**config.mk**
```make
export PLATFORM = sky130hd
export DESIGN_NAME = regfile_writeback
export DESIGN_NICKNAME = d
export VERILOG_FILES = /design/src/rtl/regfile_writeback.sv
export SDC_FILE = /design/constraint.sdc
export NUM_CORES = 1
export LEC_CHECK = 0
export CORE_ASPECT_RATIO = 1.5
export CORE_UTILIZATION = 50
export CTS_BUF_LIST = sky130_fd_sc_hd__clkbuf_8
export DETAILED_ROUTE_END_ITERATION = 8
export PLACE_DENSITY = 0.74
export REMOVE_ABC_BUFFERS = 1
export SLEW_MARGIN = 20
export SYNTH_ARGS = -nofsm -noshare
export SYNTH_HDL_FRONTEND = slang
export SYNTH_SLANG_ARGS = --single-unit
```
**constraint.sdc**
```tcl
create_clock -name clk -period 7.4 [get_ports clk]
set_input_delay 1.85 -clock clk [delete_from_list [all_inputs] [get_ports clk]]
set_output_delay 1.85 -clock clk [all_outputs]
set_load 0.005 [all_outputs]
```
**src/rtl/regfile_writeback.sv**
```systemverilog
// regfile_writeback: write-side sequencer for the CPU register file.
// Results arriving from execute/memory (destination index + data) are
// buffered in a DEPTH-entry FIFO. Each entry is replayed to the register
// file as IDLE -> SETUP -> STROBE -> HOLD. This keeps wr/wd stable for a
// full cycle before and after every rising edge of regwrite.
// Optional feature macro: REGFILE_WB_HAZARD_EN adds read-hazard
// comparators (chk_rr1/chk_rr2 -> hazard1/hazard2) for the decode stage.
module regfile_writeback #(
  parameter int DEPTH  = 4,
  parameter int DATA_W = 32,
  parameter int ADDR_W = 5
) (
  input  logic                   clk,
  input  logic                   reset,
  input  logic                   in_valid,
  output logic                   in_ready,
  input  logic [ADDR_W-1:0]      in_rd,
  input  logic [DATA_W-1:0]      in_data,
  output logic [ADDR_W-1:0]      wr,
  output logic [DATA_W-1:0]      wd,
  output logic                   regwrite,
  output logic                   empty,
  output logic [$clog2(DEPTH):0] count
`ifdef REGFILE_WB_HAZARD_EN
  ,
  input  logic [ADDR_W-1:0]      chk_rr1,
  input  logic [ADDR_W-1:0]      chk_rr2,
  output logic                   hazard1,
  output logic                   hazard2
`endif
);

  localparam int PTR_W = $clog2(DEPTH);
  localparam int CNT_W = $clog2(DEPTH) + 1;

  localparam logic [1:0] ST_IDLE   = 2'd0;
  localparam logic [1:0] ST_SETUP  = 2'd1;
  localparam logic [1:0] ST_STROBE = 2'd2;
  localparam logic [1:0] ST_HOLD   = 2'd3;

  // FIFO storage and pointers
  logic [ADDR_W-1:0] fifo_rd_q   [DEPTH];
  logic [ADDR_W-1:0] fifo_rd_d   [DEPTH];
  logic [DATA_W-1:0] fifo_data_q [DEPTH];
  logic [DATA_W-1:0] fifo_data_d [DEPTH];
  logic [PTR_W-1:0]  wr_ptr_q, wr_ptr_d;
  logic [PTR_W-1:0]  rd_ptr_q, rd_ptr_d;
  logic [CNT_W-1:0]  count_q,  count_d;

  // Sequencer state and registered write-port outputs
  logic [1:0]        state_q, state_d;
  logic [ADDR_W-1:0] wr_q, wr_d;
  logic [DATA_W-1:0] wd_q, wd_d;
  logic              regwrite_q, regwrite_d;

  // Handshake qualifiers
  logic              ready_c;
  logic              accept;
  logic              push;
  logic              pop;
  logic [ADDR_W-1:0] head_rd;
  logic [DATA_W-1:0] head_data;

  // Handshake: ready depends only on the registered count, so a pop in the
  // same cycle never opens room for a push into a full FIFO. x0 results
  // complete the handshake but are dropped, so x0 is never written.
  always_comb begin
    ready_c   = (count_q < CNT_W'(DEPTH));
    accept    = in_valid && ready_c;
    push      = accept && (in_rd != '0);
    pop       = (state_q == ST_IDLE) && (count_q != '0);
    head_rd   = fifo_rd_q[rd_ptr_q];
    head_data = fifo_data_q[rd_ptr_q];
  end

  // FIFO next-state: write at the tail on push, advance head on pop.
  // Pointers are PTR_W wide, so they wrap modulo DEPTH naturally.
  always_comb begin
    fifo_rd_d   = fifo_rd_q;
    fifo_data_d = fifo_data_q;
    wr_ptr_d    = wr_ptr_q;
    rd_ptr_d    = rd_ptr_q;
    if (push) begin
      fifo_rd_d[wr_ptr_q]   = in_rd;
      fifo_data_d[wr_ptr_q] = in_data;
      wr_ptr_d              = wr_ptr_q + PTR_W'(1);
    end
    if (pop) begin
      rd_ptr_d = rd_ptr_q + PTR_W'(1);
    end
    count_d = count_q + CNT_W'(push) - CNT_W'(pop);
  end

  // Write sequencer: wr/wd are only loaded on IDLE->SETUP, and regwrite is
  // high only while in STROBE, giving a low cycle on both sides of the edge.
  always_comb begin
    state_d    = state_q;
    wr_d       = wr_q;
    wd_d       = wd_q;
    regwrite_d = 1'b0;
    case (state_q)
      ST_IDLE: begin
        if (pop) begin
          wr_d    = head_rd;
          wd_d    = head_data;
          state_d = ST_SETUP;
        end
      end
      ST_SETUP: begin
        regwrite_d = 1'b1;
        state_d    = ST_STROBE;
      end
      ST_STROBE: begin
        state_d = ST_HOLD;
      end
      ST_HOLD: begin
        state_d = ST_IDLE;
      end
      default: begin
        state_d = ST_IDLE;
      end
    endcase
  end

  // State registers; reset flushes the FIFO and drops regwrite on the same edge
  always_ff @(posedge clk) begin
    if (reset) begin
      for (int i = 0; i < DEPTH; i++) begin
        fifo_rd_q[i]   <= '0;
        fifo_data_q[i] <= '0;
      end
      wr_ptr_q   <= '0;
      rd_ptr_q   <= '0;
      count_q    <= '0;
      state_q    <= ST_IDLE;
      wr_q       <= '0;
      wd_q       <= '0;
      regwrite_q <= 1'b0;
    end else begin
      fifo_rd_q   <= fifo_rd_d;
      fifo_data_q <= fifo_data_d;
      wr_ptr_q    <= wr_ptr_d;
      rd_ptr_q    <= rd_ptr_d;
      count_q     <= count_d;
      state_q     <= state_d;
      wr_q        <= wr_d;
      wd_q        <= wd_d;
      regwrite_q  <= regwrite_d;
    end
  end

  // Output mapping; regwrite comes straight from its flop so it cannot glitch
  always_comb begin
    in_ready = ready_c;
    wr       = wr_q;
    wd       = wd_q;
    regwrite = regwrite_q;
    count    = count_q;
    empty    = (count_q == '0) && (state_q == ST_IDLE);
  end

`ifdef REGFILE_WB_HAZARD_EN
  logic [DEPTH-1:0] entry_valid;
  logic [PTR_W-1:0] entry_offset;
  logic             hazard1_c;
  logic             hazard2_c;

  // An entry is live when its distance from the head is below count
  always_comb begin
    entry_valid  = '0;
    entry_offset = '0;
    for (int i = 0; i < DEPTH; i++) begin
      entry_offset   = PTR_W'(i) - rd_ptr_q;
      entry_valid[i] = (CNT_W'(entry_offset) < count_q);
    end
  end

  // A read is stale if its register is queued or loaded but not yet strobed
  always_comb begin
    hazard1_c = (chk_rr1 != '0) && (state_q == ST_SETUP) && (wr_q == chk_rr1);
    hazard2_c = (chk_rr2 != '0) && (state_q == ST_SETUP) && (wr_q == chk_rr2);
    for (int i = 0; i < DEPTH; i++) begin
      if (entry_valid[i] && (chk_rr1 != '0) && (fifo_rd_q[i] == chk_rr1)) begin
        hazard1_c = 1'b1;
      end
      if (entry_valid[i] && (chk_rr2 != '0) && (fifo_rd_q[i] == chk_rr2)) begin
        hazard2_c = 1'b1;
      end
    end
    hazard1 = hazard1_c;
    hazard2 = hazard2_c;
  end
`endif

endmodule
```
== After elaboration in Yosys (flattened, before gate mapping) ==
Index checks and enable logic that the tools add are counted.
Cells by class
  divide/modulo/power cells: 0
  reduce and logical (&&, ||, !) cells: 10
  add/sub/neg operators: 4
  bitwise gates (word level): 2
  equal/unequal tests: 4
  shift-type cells: 0
  multipliers: 0
  multiplexer cells: 15
  $lt $le $gt $ge: 4
Operators with widths (count)
  $bwmux W128: 1
  $mux W32: 3
  $bmux W32 S2: 1
  $demux W32 S2: 1
  $bwmux W20: 1
  $mux W5: 3
  $bmux W5 S2: 1
  $demux W5 S2: 1
  $pmux W2 S4: 1
  $ge A3 B3 Y1 const B: 2
  $not A2 Y3: 2
  $logic_and A1 B1 Y1: 5
  $reduce_bool A5 Y1: 1
  $add A2 B1 Y2 const B: 2
  $eq A2 B2 Y1 const B: 2
  $add A3 B1 Y3: 1
  $logic_not A3 Y1: 1
  $lt A3 B1 Y1 const B: 1
  $lt A3 B3 Y1 const B: 1
  $reduce_bool A3 Y1: 1
  $sub A3 B1 Y3: 1
  $eq A2 B1 Y1 const B: 1
  $logic_not A2 Y1: 1
  $mux W2: 1
  other kinds (3): 3
Storage, ports and cells
  bits in latches: 0
  memory bits (read-only): 0
  register bits after elaboration: 195
  bits in writable memories: 0
  memories kept: 0

== Logic depth before layout (Yosys ltp) ==
  depth after elaboration: 6
  gate-level depth with buffers: 11
  mapped depth without buffers: 10

== Worst setup path before layout ==
OpenSTA, ideal clock, no wires.
  kind: input to register
  from: in in_rd[4]
  to: reg count_q[2] (netlist: count[2])
  setup slack: 3401 ps
  arrival time: 3872 ps
  path buffers: 1
  stages: 11
  cells stage by stage: clkbuf_1 inv_1 a21boi_0 inv_1 ha_1 inv_1 ha_1 fa_1 xnor2_1 xnor2_1 nor2_1
Between the ends
  cells in the longest elaborated chain, start to end: 4
RTL lines
  from (decl): line 17  | input logic [ADDR_W-1:0] in_rd,
  $reduce_bool A5 Y1: line 70  | push = accept && (in_rd != '0);
  $logic_and A1 B1 Y1: line 70
  $add A3 B1 Y3: line 91  | count_d = count_q + CNT_W'(push) - CNT_W'(pop);
  $sub A3 B1 Y3: line 91
  to (signal assigned): line 144  | count_q <= count_d;
  to (decl): line 48  | logic [CNT_W-1:0] count_q, count_d;
Every way passes these cells.
A chain may end at the register's enable or synchronous reset.

==> impl_metrics.env <==
export IMPL_outcome="complete, no violations"
export IMPL_seq_power_share_pct=49.0
export IMPL_min_delay_path_class="reg2reg"
export IMPL_postCtsSetupBuffers=0
export IMPL_slowest_stage="buf_4"
export IMPL_ys_flop_type="dfxtp_1"
export IMPL_dieArea_um2=16500
export IMPL_grt_overflow_total=0
export IMPL_crit_chain="clkdlybuf4s50_1, inv_4, buf_4, nand2_1, mux2i_1"
export IMPL_slew_limit_headroom_pct=38.5
export IMPL_cts_buffers=17
export IMPL_cp_start_kind="primary input"
export IMPL_leakage_nw=3.91
export IMPL_layout_drive_gt1_share_pct=11.0
export IMPL_grt_start_max_net_pins=101
export IMPL_cts_resized=0
export IMPL_first_global_vias=5616
export IMPL_cp_arrival_ns=4.75
export IMPL_wl_met3_um=674
export IMPL_portBuffers=82
export IMPL_finalClockSkew_ns=0.0111
export IMPL_r2r_slack_ns=4.76
export IMPL_yosysSeqAreaShare_pct=48.8
export IMPL_route_met2_wl_um=9010
export IMPL_core_um2=15600
export IMPL_grt_usage_pct=21.5
export IMPL_min_to="fifo_rd_q[13]"
export IMPL_drtPass1Iterations=4
export IMPL_gp_congestion=0.737
export IMPL_dieWidth_um=105
export IMPL_ir_drop_mv=0.205
export IMPL_syn_avg_cell_area_um2=11.0
export IMPL_cts_tree="built"
export IMPL_r2r_end="count[2]"
export IMPL_ctsHoldBuffers=0
export IMPL_viasPerCell=5.48
export IMPL_rr_startpoint="count[2]"
export IMPL_drt_initial_drc_count=264
export IMPL_fmax_mhz=228
export IMPL_layout_nets=829
export IMPL_final_cell_mix="193 x dfxtp_1, 185 x nand2_1, 140 x mux2i_1"
export IMPL_via_count=5450
export IMPL_die_h_um=157
export IMPL_cts_htree_levels=4
export IMPL_ys_seq_elements=195
export IMPL_final_common_cell="dfxtp_1"
export IMPL_clockBufferDepth=2
export IMPL_cts_reportedPaths_clkPinSlew_ns=0.10
export IMPL_async_reset_ff_share_pct=0
export IMPL_synth_edf_count=0
export IMPL_hpwlAfterDp_um=10700
export IMPL_synthCells=726
export IMPL_rows=56
export IMPL_syn_area_um2=8000
export IMPL_clockRootBuffer="clkbuf_8"
export IMPL_clk_latency_ns=0.44
export IMPL_critPathMaxStageDelay_ns=0.85
export IMPL_cts_sinks=195
export IMPL_ys_types=38
export IMPL_worst_pin_slew_ns=0.922
export IMPL_swShare_pct=30.4
export IMPL_end_kind="flip-flop"
export IMPL_fin_util_pct=59.3
export IMPL_avgRoutedWirePerCell_um=17.0
export IMPL_r2r_cells=10
export IMPL_p_switching_w=0.000759
export IMPL_area_growth_synth_to_final_pct=15.7
export IMPL_period_needed_ns=4.38
export IMPL_clockPowerShare_pct=26.2
export IMPL_holdPathStages=2
export IMPL_ios=83
export IMPL_drc=0
export IMPL_power_density_nw_per_um2=269
export IMPL_crit_path_max_fanout=100
export IMPL_cp_top_family="buffers and inverters"
export IMPL_initial_core_util_pct=51.2
export IMPL_wirelength_um=16900
export IMPL_slew_violations=0
export IMPL_path_buf_inv=3
export IMPL_grt_pass1_wl_um=27900
export IMPL_required_ns=7.77
export IMPL_antenna_found_initial=0
export IMPL_setup_tns_final_ns=0
export IMPL_ys_warn_count=0
export IMPL_max_cap_violations=0
export IMPL_highest_layer="met4"
export IMPL_drtAntennaViolNets=0
export IMPL_period_share_pct=59.2
export IMPL_combPwrFrac_pct=24.8
export IMPL_antennaDiodeCount=0
export IMPL_rsz0062_at_grt="false"
export IMPL_met1_length_um=7150
export IMPL_setup_viol=0
export IMPL_min_from="fifo_rd_q[13]"
export IMPL_intPower_w=0.00174
export IMPL_hold_viol_final=0
export IMPL_worstSetupPathType="in2reg"
-- power by group through the flow --
stage | clock [W] | sequential (W) | combinational (W)
final | 0.000655 | 0.00122 | 0.000618
after global routing | 0.000722 | 0.00124 | 0.000671
after CTS | 0.000672 | 0.00122 | 0.000620
after detailed placement | 0 | 0.00125 | 0.000617
after global placement | 0 | 0.00124 | 0.000600
after floorplan | 0 | 0.00126 | 0.000368
-- area by class of cell --
class / instances / area (um^2)
Tap cell: 203 / 254
Multi-Input combinational cell: 464 / 3790
Sequential cell: 195 / 3910
Inverter: 11 / 43.8
Clock inverter: 14 / 130
Timing Repair Buffer: 90 / 893
Fill cell: 1282 / 6360
Clock buffer: 18 / 248
-- worst register-to-register path: stages, from the launching register on --
cell and delay (ns):
dfxtp_1 0.42, nor2b_1 0.33, a21boi_0 0.42, inv_1 0.09
ha_1 0.29, inv_1 0.04, ha_1 0.18, fa_1 0.37
xnor2_1 0.19, xnor2_1 0.14, nor2_1 0.05
-- sequential cells by signal, indices dropped and copies added, names as in the netlist, 2 cells and up --
register     cells
wr_ptr_q         2
rd_ptr_q         2
wd              32
fifo_rd_q       20
fifo_data_q    128
wr               5
state_q          2
count            3
-- worst max path at each step --
stage             start               to  depth (start not counted)
2_1_floorplan     reset            wd[0]                          3
3_3_place_gp   in_rd[4]         count[2]                         11
3_5_place_dp      reset  fifo_data_q[61]                          5
4_1_cts           reset  fifo_data_q[61]                          5
5_1_grt           reset  fifo_data_q[27]                          5
6_report          reset  fifo_data_q[61]                          5
-- per-layer routing --
layer  global-route usage, %  vias to the layer above
li1                        -                     2621
met1                    25.7                     2713
met2                    38.9                      111
met3                    4.31                        5
met4                    6.37                        0
met5                       0                        -
-- per-stage QoR --
step                cell area [um^2]  hold WS [ns]  instances  power [W]  setup WS [ns]
floorplan                       7690         0.425        670    0.00163           1.32
global placement                8860         0.437        962    0.00184           2.72
detailed placement              8860         0.444        962    0.00187           2.58
CTS                             9240         0.456        994    0.00252           3.07
global route                    9260         0.484        995    0.00263           2.80
finish                          9260         0.452        995    0.00249           3.02
-- cells in the mapped netlist (4+ instances only) --
| cell | number | share of area (%) |
|---|---|---|
| a22o_1 | 37 | 4.0 |
| buf_2 | 14 | 0.88 |
| buf_4 | 8 | 0.75 |
| clkbuf_1 | 27 | 1.3 |
| dfxtp_1 | 195 | 49 |
| ha_1 | 9 | 1.4 |
| inv_1 | 10 | 0.47 |
| mux2i_1 | 140 | 18 |
| mux4_2 | 37 | 10 |
| nand2_1 | 185 | 8.7 |
| nand3_1 | 9 | 0.56 |
| nor2_1 | 7 | 0.33 |
| nor2b_1 | 4 | 0.31 |
| o21ai_0 | 6 | 0.38 |
-- cell families (layout without fill, tap and decap cells) --
kind of cell | count (synthesis) | count (layout) | share of synthesized area [%]
buffers and inverters | 67 | 133 | 4.44
AO/OA/AOI/OAI | 59 | 59 | 5.99
AND/OR/NAND/NOR | 213 | 213 | 10.6
multiplexers | 178 | 178 | 28.1
flip-flops | 195 | 195 | 48.8
XOR/XNOR | 4 | 4 | 0.438
adder cells (fa/ha/maj) | 10 | 10 | 1.66
Note: power is estimated with default switching activity, not from simulation.
